File: config.mk
export PLATFORM = sky130hd
export DESIGN_NAME = conv_window_feeder
export DESIGN_NICKNAME = d
export VERILOG_FILES = /design/src/rtl/conv_window_feeder.sv
export SDC_FILE = /design/constraint.sdc
export NUM_CORES = 1
export LEC_CHECK = 0
export BUFFER_PORTS_ARGS = -buffer_cell sky130_fd_sc_hd__buf_4
export CORE_MARGIN = 3
export CORE_UTILIZATION = 44
export DETAILED_ROUTE_END_ITERATION = 6
export GPL_ROUTABILITY_DRIVEN = 0
export SYNTH_ARGS = -nofsm -noshare
export SYNTH_HDL_FRONTEND = slang
export SYNTH_SLANG_ARGS = --single-unit
File: constraint.sdc
create_clock -name clk -period 8.5 [get_ports clk]
set_input_delay 0.425 -clock clk [delete_from_list [all_inputs] [get_ports clk]]
set_output_delay 0.425 -clock clk [all_outputs]
set_load 0.005 [all_outputs]
File: src/rtl/conv_window_feeder.sv
// Sliding-window operand feeder: walks every valid output position of an image,
// reads the matching image patch and kernel taps, and streams them as pairs.
module conv_window_feeder #(
    parameter int MAX_MACS   = 64,
    parameter int ADDR_WIDTH = 13,
    parameter int DATA_WIDTH = 8
) (
    input  logic                  clk,
    input  logic                  rst,
    input  logic                  start,
    input  logic [ADDR_WIDTH-1:0] img_row,
    input  logic [ADDR_WIDTH-1:0] img_col,
    input  logic [ADDR_WIDTH-1:0] ker_row,
    input  logic [ADDR_WIDTH-1:0] ker_col,
    input  logic [ADDR_WIDTH-1:0] img_base,
    input  logic [ADDR_WIDTH-1:0] ker_base,
    output logic                  img_rd_en,
    output logic                  ker_rd_en,
    output logic [ADDR_WIDTH-1:0] img_addr,
    output logic [ADDR_WIDTH-1:0] ker_addr,
    input  logic [DATA_WIDTH-1:0] img_rdata,
    input  logic [DATA_WIDTH-1:0] ker_rdata,
    output logic [DATA_WIDTH-1:0] data_out,
    output logic [DATA_WIDTH-1:0] weight_out,
    output logic                  out_valid,
    input  logic                  out_ready,
    output logic                  win_last,
    output logic [ADDR_WIDTH-1:0] win_row,
    output logic [ADDR_WIDTH-1:0] win_col,
    output logic                  busy,
    output logic                  done,
    output logic                  cfg_err
);

    localparam int AW = ADDR_WIDTH;
    localparam int PW = 2 * ADDR_WIDTH;
    localparam int EW = 2 * DATA_WIDTH + 1 + 2 * ADDR_WIDTH;

    localparam logic [1:0] S_IDLE  = 2'd0;
    localparam logic [1:0] S_RUN   = 2'd1;
    localparam logic [1:0] S_DRAIN = 2'd2;
    localparam logic [1:0] S_DONE  = 2'd3;

    logic [1:0]    state;
    logic [AW-1:0] img_col_q, ker_row_q, ker_col_q, img_base_q, ker_base_q;
    logic [AW-1:0] out_row_q, out_col_q;
    logic [AW-1:0] cur_row, cur_col, tap_i, tap_j;

    logic          rd_vld_p1, last_p1;
    logic [AW-1:0] row_p1, col_p1;

    logic [EW-1:0] fifo0, fifo1;
    logic [1:0]    fifo_cnt, fifo_cnt_next;

    logic          issue, push, pop, cfg_bad;
    logic          tap_j_end, tap_i_end, col_end, row_end, last_tap, last_win;
    logic [2:0]    occupancy;
    logic [PW-1:0] req_macs, img_prod, ker_prod;
    logic [AW-1:0] row_sum, col_sum;
    logic [EW-1:0] push_word;

    assign req_macs = {{AW{1'b0}}, ker_row} * {{AW{1'b0}}, ker_col};
    assign cfg_bad  = (ker_row == '0) || (ker_col == '0) ||
                      (ker_row > img_row) || (ker_col > img_col) ||
                      (req_macs > PW'(MAX_MACS));

    assign pop       = out_valid && out_ready;
    assign push      = rd_vld_p1;
    // Count the read already in flight so its data always has a slot to land in.
    assign occupancy = {1'b0, fifo_cnt} + {2'b00, rd_vld_p1} - {2'b00, pop};
    assign issue     = (state == S_RUN) && (occupancy < 3'd2);

    assign tap_j_end = (tap_j == ker_col_q - 1'b1);
    assign tap_i_end = (tap_i == ker_row_q - 1'b1);
    assign col_end   = (cur_col == out_col_q - 1'b1);
    assign row_end   = (cur_row == out_row_q - 1'b1);
    assign last_tap  = tap_i_end && tap_j_end;
    assign last_win  = row_end && col_end;

    assign row_sum  = cur_row + tap_i;
    assign col_sum  = cur_col + tap_j;
    assign img_prod = {{AW{1'b0}}, row_sum} * {{AW{1'b0}}, img_col_q};
    assign ker_prod = {{AW{1'b0}}, tap_i} * {{AW{1'b0}}, ker_col_q};

    assign img_rd_en = issue;
    assign ker_rd_en = issue;
    assign img_addr  = img_base_q + img_prod[AW-1:0] + col_sum;
    assign ker_addr  = ker_base_q + ker_prod[AW-1:0] + tap_j;

    assign busy = (state == S_RUN) || (state == S_DRAIN);
    assign done = (state == S_DONE);

    always_comb begin
        fifo_cnt_next = fifo_cnt;
        if (push && !pop)
            fifo_cnt_next = fifo_cnt + 2'd1;
        else if (!push && pop)
            fifo_cnt_next = fifo_cnt - 2'd1;
    end

    // Stage p0: control FSM, latched shape and traversal counters
    always_ff @(posedge clk or negedge rst) begin
        if (!rst) begin
            state      <= S_IDLE;
            cfg_err    <= 1'b0;
            img_col_q  <= '0;
            ker_row_q  <= '0;
            ker_col_q  <= '0;
            img_base_q <= '0;
            ker_base_q <= '0;
            out_row_q  <= '0;
            out_col_q  <= '0;
            cur_row    <= '0;
            cur_col    <= '0;
            tap_i      <= '0;
            tap_j      <= '0;
        end else begin
            cfg_err <= 1'b0;
            case (state)
                S_IDLE: begin
                    if (start) begin
                        if (cfg_bad) begin
                            cfg_err <= 1'b1;
                        end else begin
                            state      <= S_RUN;
                            img_col_q  <= img_col;
                            ker_row_q  <= ker_row;
                            ker_col_q  <= ker_col;
                            img_base_q <= img_base;
                            ker_base_q <= ker_base;
                            out_row_q  <= img_row - ker_row + 1'b1;
                            out_col_q  <= img_col - ker_col + 1'b1;
                            cur_row    <= '0;
                            cur_col    <= '0;
                            tap_i      <= '0;
                            tap_j      <= '0;
                        end
                    end
                end
                S_RUN: begin
                    if (issue) begin
                        if (last_tap && last_win)
                            state <= S_DRAIN;
                        if (!tap_j_end) begin
                            tap_j <= tap_j + 1'b1;
                        end else begin
                            tap_j <= '0;
                            if (!tap_i_end) begin
                                tap_i <= tap_i + 1'b1;
                            end else begin
                                tap_i <= '0;
                                if (!col_end) begin
                                    cur_col <= cur_col + 1'b1;
                                end else begin
                                    cur_col <= '0;
                                    cur_row <= row_end ? '0 : cur_row + 1'b1;
                                end
                            end
                        end
                    end
                end
                S_DRAIN: begin
                    if (fifo_cnt_next == 2'd0)
                        state <= S_DONE;
                end
                default: state <= S_IDLE;
            endcase
        end
    end

    // Stage p1: tag of the read in flight, aligned with BRAM read data
    always_ff @(posedge clk or negedge rst) begin
        if (!rst) begin
            rd_vld_p1 <= 1'b0;
            last_p1   <= 1'b0;
            row_p1    <= '0;
            col_p1    <= '0;
        end else begin
            rd_vld_p1 <= issue;
            if (issue) begin
                last_p1 <= last_tap;
                row_p1  <= cur_row;
                col_p1  <= cur_col;
            end
        end
    end

    assign push_word = {img_rdata, ker_rdata, last_p1, row_p1, col_p1};

    // Stage p2: two-entry output FIFO, head entry drives the stream
    always_ff @(posedge clk or negedge rst) begin
        if (!rst) begin
            fifo0    <= '0;
            fifo1    <= '0;
            fifo_cnt <= 2'd0;
        end else begin
            fifo_cnt <= fifo_cnt_next;
            if (push && !pop) begin
                if (fifo_cnt == 2'd0)
                    fifo0 <= push_word;
                else
                    fifo1 <= push_word;
            end else if (!push && pop) begin
                fifo0 <= fifo1;
            end else if (push && pop) begin
                if (fifo_cnt == 2'd1) begin
                    fifo0 <= push_word;
                end else begin
                    fifo0 <= fifo1;
                    fifo1 <= push_word;
                end
            end
        end
    end

    assign out_valid = (fifo_cnt != 2'd0);
    assign {data_out, weight_out, win_last, win_row, win_col} = fifo0;

endmodule

==> run_summary.xml <==
<?xml version="1.0" encoding="UTF-8"?>
<metrics>
  <group name="sta">
    <metric name="slew-limit-headroom" unit="">0.307</metric>
    <metric name="final.min_clock_period" unit="ps">8160</metric>
    <metric name="timing.final.hold_violations" unit="">0</metric>
    <metric name="drv_slew" unit="">0</metric>
    <metric name="fin_crit_sh" unit="">0.960</metric>
    <metric name="timing.final.ws_setup" unit="ps">339</metric>
    <metric name="rsz0062_at_grt" unit="">no</metric>
    <metric name="worst-slew-pin-transition" unit="ps">1010</metric>
    <metric name="report.final.setup_viol" unit="">0</metric>
    <metric name="maxClockFrequency" unit="MHz">123</metric>
    <metric name="worst_clock_skew" unit="ps">11.1</metric>
    <metric name="fin_tns_setup" unit="ps">0</metric>
  </group>
  <group name="floorplanning">
    <metric name="chipWidth" unit="um">257</metric>
    <metric name="die-height" unit="um">257</metric>
    <metric name="num_rows" unit="">91</metric>
    <metric name="ios" unit="">173</metric>
    <metric name="core" unit="sq um">62100</metric>
    <metric name="dieArea" unit="sq um">66100</metric>
    <metric name="initial_utilization" unit="">0.447</metric>
  </group>
  <group name="detailed_routing">
    <metric name="drt_pre_antenna_iters" unit="">5</metric>
    <metric name="vias_per_cell" unit="">5.39</metric>
    <metric name="detailroute.via_count" unit="">21700</metric>
    <metric name="drt_first_iter_violations" unit="">1351</metric>
    <metric name="ant_nets" unit="">0</metric>
    <metric name="drt-wirelength-per-cell" unit="um">19.0</metric>
    <metric name="route.detailed.drc" unit="">0</metric>
    <metric name="drt_wl_total" unit="um">76600</metric>
  </group>
  <group name="layout">
    <metric name="fill_cells" unit="">5836</metric>
    <metric name="layout_commonest_cell" unit="">inv_1</metric>
    <metric name="nNetsFinal" unit="">3791</metric>
    <metric name="seqCellArea" unit="sq um">6560</metric>
    <metric name="post_route_cells_drive_above_1_share" unit="">0.127</metric>
    <metric name="multi_input_comb_area" unit="sq um">19000</metric>
    <metric name="biggestRegsByFlops" unit="">fifo0 (43), fifo1 (43)</metric>
    <metric name="area_delta_synth_final" unit="%">11.9</metric>
    <metric name="final_cell_mix" unit="">inv_1, nand2_1, fa_1, dfrtp_1, ha_1</metric>
  </group>
  <group name="setup_path">
    <metric name="depth_of_the_worst_register_to_register_path" unit="">18</metric>
    <metric name="worst-endpoint-required" unit="ps">8080</metric>
    <metric name="startpoint_type" unit="">register</metric>
    <metric name="arrival_time_worst_endpoint" unit="ps">7740</metric>
    <metric name="r2r_start" unit="">fifo_cnt[1]</metric>
    <metric name="worst_setup_path_end_kind" unit="">primary output</metric>
    <metric name="slowest_delay" unit="ps">540</metric>
    <metric name="path_max_fanout" unit="">3</metric>
    <metric name="cp-endpoint" unit="">img_addr[12]</metric>
    <metric name="critical_path.startpoint" unit="">cur_row[1]</metric>
    <metric name="crit_path_top_delay_cell" unit="">fa_1</metric>
    <metric name="critical_path.most_common_cell" unit="">xnor2_1</metric>
    <metric name="start_to_end_type_of_the_worst_setup_path" unit="">reg -&gt; out</metric>
    <metric name="worst_reg2reg_path_endpoint" unit="">cur_col[12]</metric>
    <metric name="timing.reg2reg.setup_slack" unit="ps">3600</metric>
  </group>
  <group name="yosys">
    <metric name="netlist_area" unit="sq um">27800</metric>
    <metric name="async_reset_ff_frac" unit="">1.00</metric>
    <metric name="netlist_instances" unit="">3058</metric>
    <metric name="synth_edf_count" unit="">0</metric>
    <metric name="synth.lib_cells_used.distinct" unit="">89</metric>
    <metric name="synthesis.area_per_instance" unit="sq um">9.08</metric>
    <metric name="yosysWarningCount" unit="">0</metric>
    <metric name="postSynthRegisterBits" unit="">262</metric>
    <metric name="post_synthesis_sequential_area_ratio" unit="">0.236</metric>
    <metric name="yosys_most_used_dff" unit="">dfrtp_1</metric>
    <metric name="synthesis.nets" unit="">3679</metric>
  </group>
  <group name="clock_network">
    <metric name="clock_tree.buffer_depth" unit="">3</metric>
    <metric name="cts_num_sinks" unit="">262</metric>
    <metric name="ctsHtreeMaxLevel" unit="">1</metric>
    <metric name="cts_made_buffers" unit="">30</metric>
    <metric name="cts_tree" unit="">built</metric>
    <metric name="clkLatencyLatePin" unit="ps">590</metric>
    <metric name="clk_root_buffer_cell" unit="">clkbuf_16</metric>
    <metric name="clk_pin_slew" unit="ps">70</metric>
  </group>
  <group name="power_and_ir_drop">
    <metric name="p_total" unit="mW">7.01</metric>
    <metric name="clockPowerShare" unit="">0.195</metric>
    <metric name="switching_share" unit="">0.453</metric>
    <metric name="internal_pwr_total" unit="mW">3.84</metric>
    <metric name="combinationalPowerShare" unit="">0.578</metric>
    <metric name="switching_power" unit="mW">3.18</metric>
    <metric name="power_density" unit="nW/um^2">226</metric>
    <metric name="standby_leakage_power" unit="nW">15.8</metric>
    <metric name="pwr-share-seq" unit="">0.227</metric>
    <metric name="ir_drop" unit="V">0.000210</metric>
  </group>
  <group name="global_routing">
    <metric name="grt_max_degree" unit="">171</metric>
    <metric name="grt_antenna_before_repair" unit="">0</metric>
    <metric name="first_global_vias" unit="">22500</metric>
    <metric name="grt_pass1_wl" unit="um">123000</metric>
    <metric name="gr-usage-all-layers" unit="">0.233</metric>
    <metric name="grt_remaining_overflow" unit="">0</metric>
  </group>
  <group name="outcome">
    <metric name="run_status" unit="">finished, final reports clean</metric>
  </group>
  <group name="place">
    <metric name="numPortBuffers" unit="">172</metric>
    <metric name="pre_cts_ws" unit="ps">530</metric>
    <metric name="place_hpwl" unit="um">60000</metric>
  </group>
  <group name="min_path">
    <metric name="min_path_type" unit="">in -&gt; reg</metric>
  </group>
  <group name="flow_run">
    <metric name="maxCapViolCount" unit="">0</metric>
  </group>
</metrics>
==> logic make-up (layout without fill, tap and decap cells) <==
| family | after synthesis | in the layout | synth area share |
|---|---|---|---|
| AOI/OAI and AO/OA | 436 | 436 | 0.0996 |
| and+or+nand+nor | 889 | 889 | 0.154 |
| buffers and inverters | 620 | 754 | 0.0849 |
| xor gates and xnor gates | 179 | 179 | 0.0570 |
| muxes | 149 | 149 | 0.0583 |
| DFF | 262 | 262 | 0.236 |
| adders and majority gates | 523 | 523 | 0.310 |
| other | 0 | 2 | 0 |
==> how the worst min path moves through the flow <==
stage | start | endpoint | slack (ps) | cells past startpoint
CTS | img_base[3] | img_base_q[3] | 40 | 2
global route | ker_base[0] | ker_base_q[0] | 50 | 2
detailed placement | fifo0[3] | fifo0[3] | 470 | 2
finish | img_base[3] | img_base_q[3] | 70 | 2
global placement | fifo0[38] | fifo0[38] | 460 | 2
floorplan | rst | cfg_err | 130 | 0
==> cell type report <==
type | instances | share of cell area
sequential | 262 | 0.211
multi-input combinational | 2176 | 0.610
inverter | 491 | 0.0594
clock buffer | 37 | 0.0260
timing repair buffer | 209 | 0.0517
clock inverter | 17 | 0.00733
tap | 837 | 0.0337
antenna | 2 | 0.000161
==> critical path: cells and delay by family, from the launching register on <==
kind                       cells  cell delay [ps]
and+or+nand+nor                3              370
DFF                            1              440
buffers and inverters          4              320
xor gates and xnor gates      11             1830
adders and majority gates      7             3220
AOI/OAI and AO/OA              4              980
==> power by group through the flow <==
stage	logic (mW)	clock network (mW)	registers [mW]
after floorplan	2.93	0	1.56
after global placement	3.91	0	1.61
after detailed placement	3.99	0	1.62
after CTS	4.01	1.41	1.60
after global routing	4.53	1.45	1.62
final	4.06	1.36	1.59
==> per-stage QoR <==
stage / cell area, sq um / std cells / util / hold WS [ps]
floorplan: 27800 / 3058 / - / 129
global placement: 29900 / 3969 / 0.482 / 463
detailed placement: 29900 / 3969 / 0.482 / 471
CTS: 30900 / 4024 / 0.499 / 38.8
global route: 31000 / 4029 / 0.500 / 52.9
finish: 31000 / 4031 / 0.500 / 65.6
==> cells in the mapped netlist, drive strengths merged, types with 6 or more instances <==
cell type  instances  share of area
nand4b             6         0.0019
ha               249           0.11
and2             116          0.026
or3               14         0.0032
buf               17         0.0033
dfrtp            262           0.24
xnor2            124          0.039
fa               274           0.20
nand3             49         0.0088
nor3              30         0.0054
mux2             100          0.041
a21oi             78          0.015
o31ai             27         0.0078
nand2            391          0.053
o41ai             10         0.0037
xor2              54          0.017
o21bai             8         0.0022
inv              484          0.065
nand2b            26         0.0059
a211oi            11         0.0032
a31oi              7         0.0016
clkbuf           112          0.015
o21ai            198          0.036
or4               11         0.0031
mux2i             49          0.018
nand4             17         0.0041
clkinv             7        0.00095
o21a              15         0.0041
o211ai             7         0.0019
a21o              25         0.0068
nor2             131          0.018
nor2b             25         0.0056
nor4              20         0.0047
and3              20         0.0045
nor4b              6         0.0019
==> what timing repair did <==
| item | in CTS | in global routing |
|---|---|---|
| buffers inserted | 0 | 5 |
| hold buffers | 1 | 0 |
| endpoints found under the hold margin | 92 | 0 |
| gates resized for setup | 4 | 17 |
| cloned | 0 | 0 |
| setup endpoints to repair | 1 | 1 |
| pin swaps | 0 | 9 |
==> routing by layer <==
layer,up-vias,routed length (um),GRT usage
met5,-,0,0
met1,10800,33400,0.317
met2,661,36500,0.391
met3,133,4250,0.0284
met4,0,2370,0.0702
li1,10100,-,-
(Power assumes the default switching activity.)
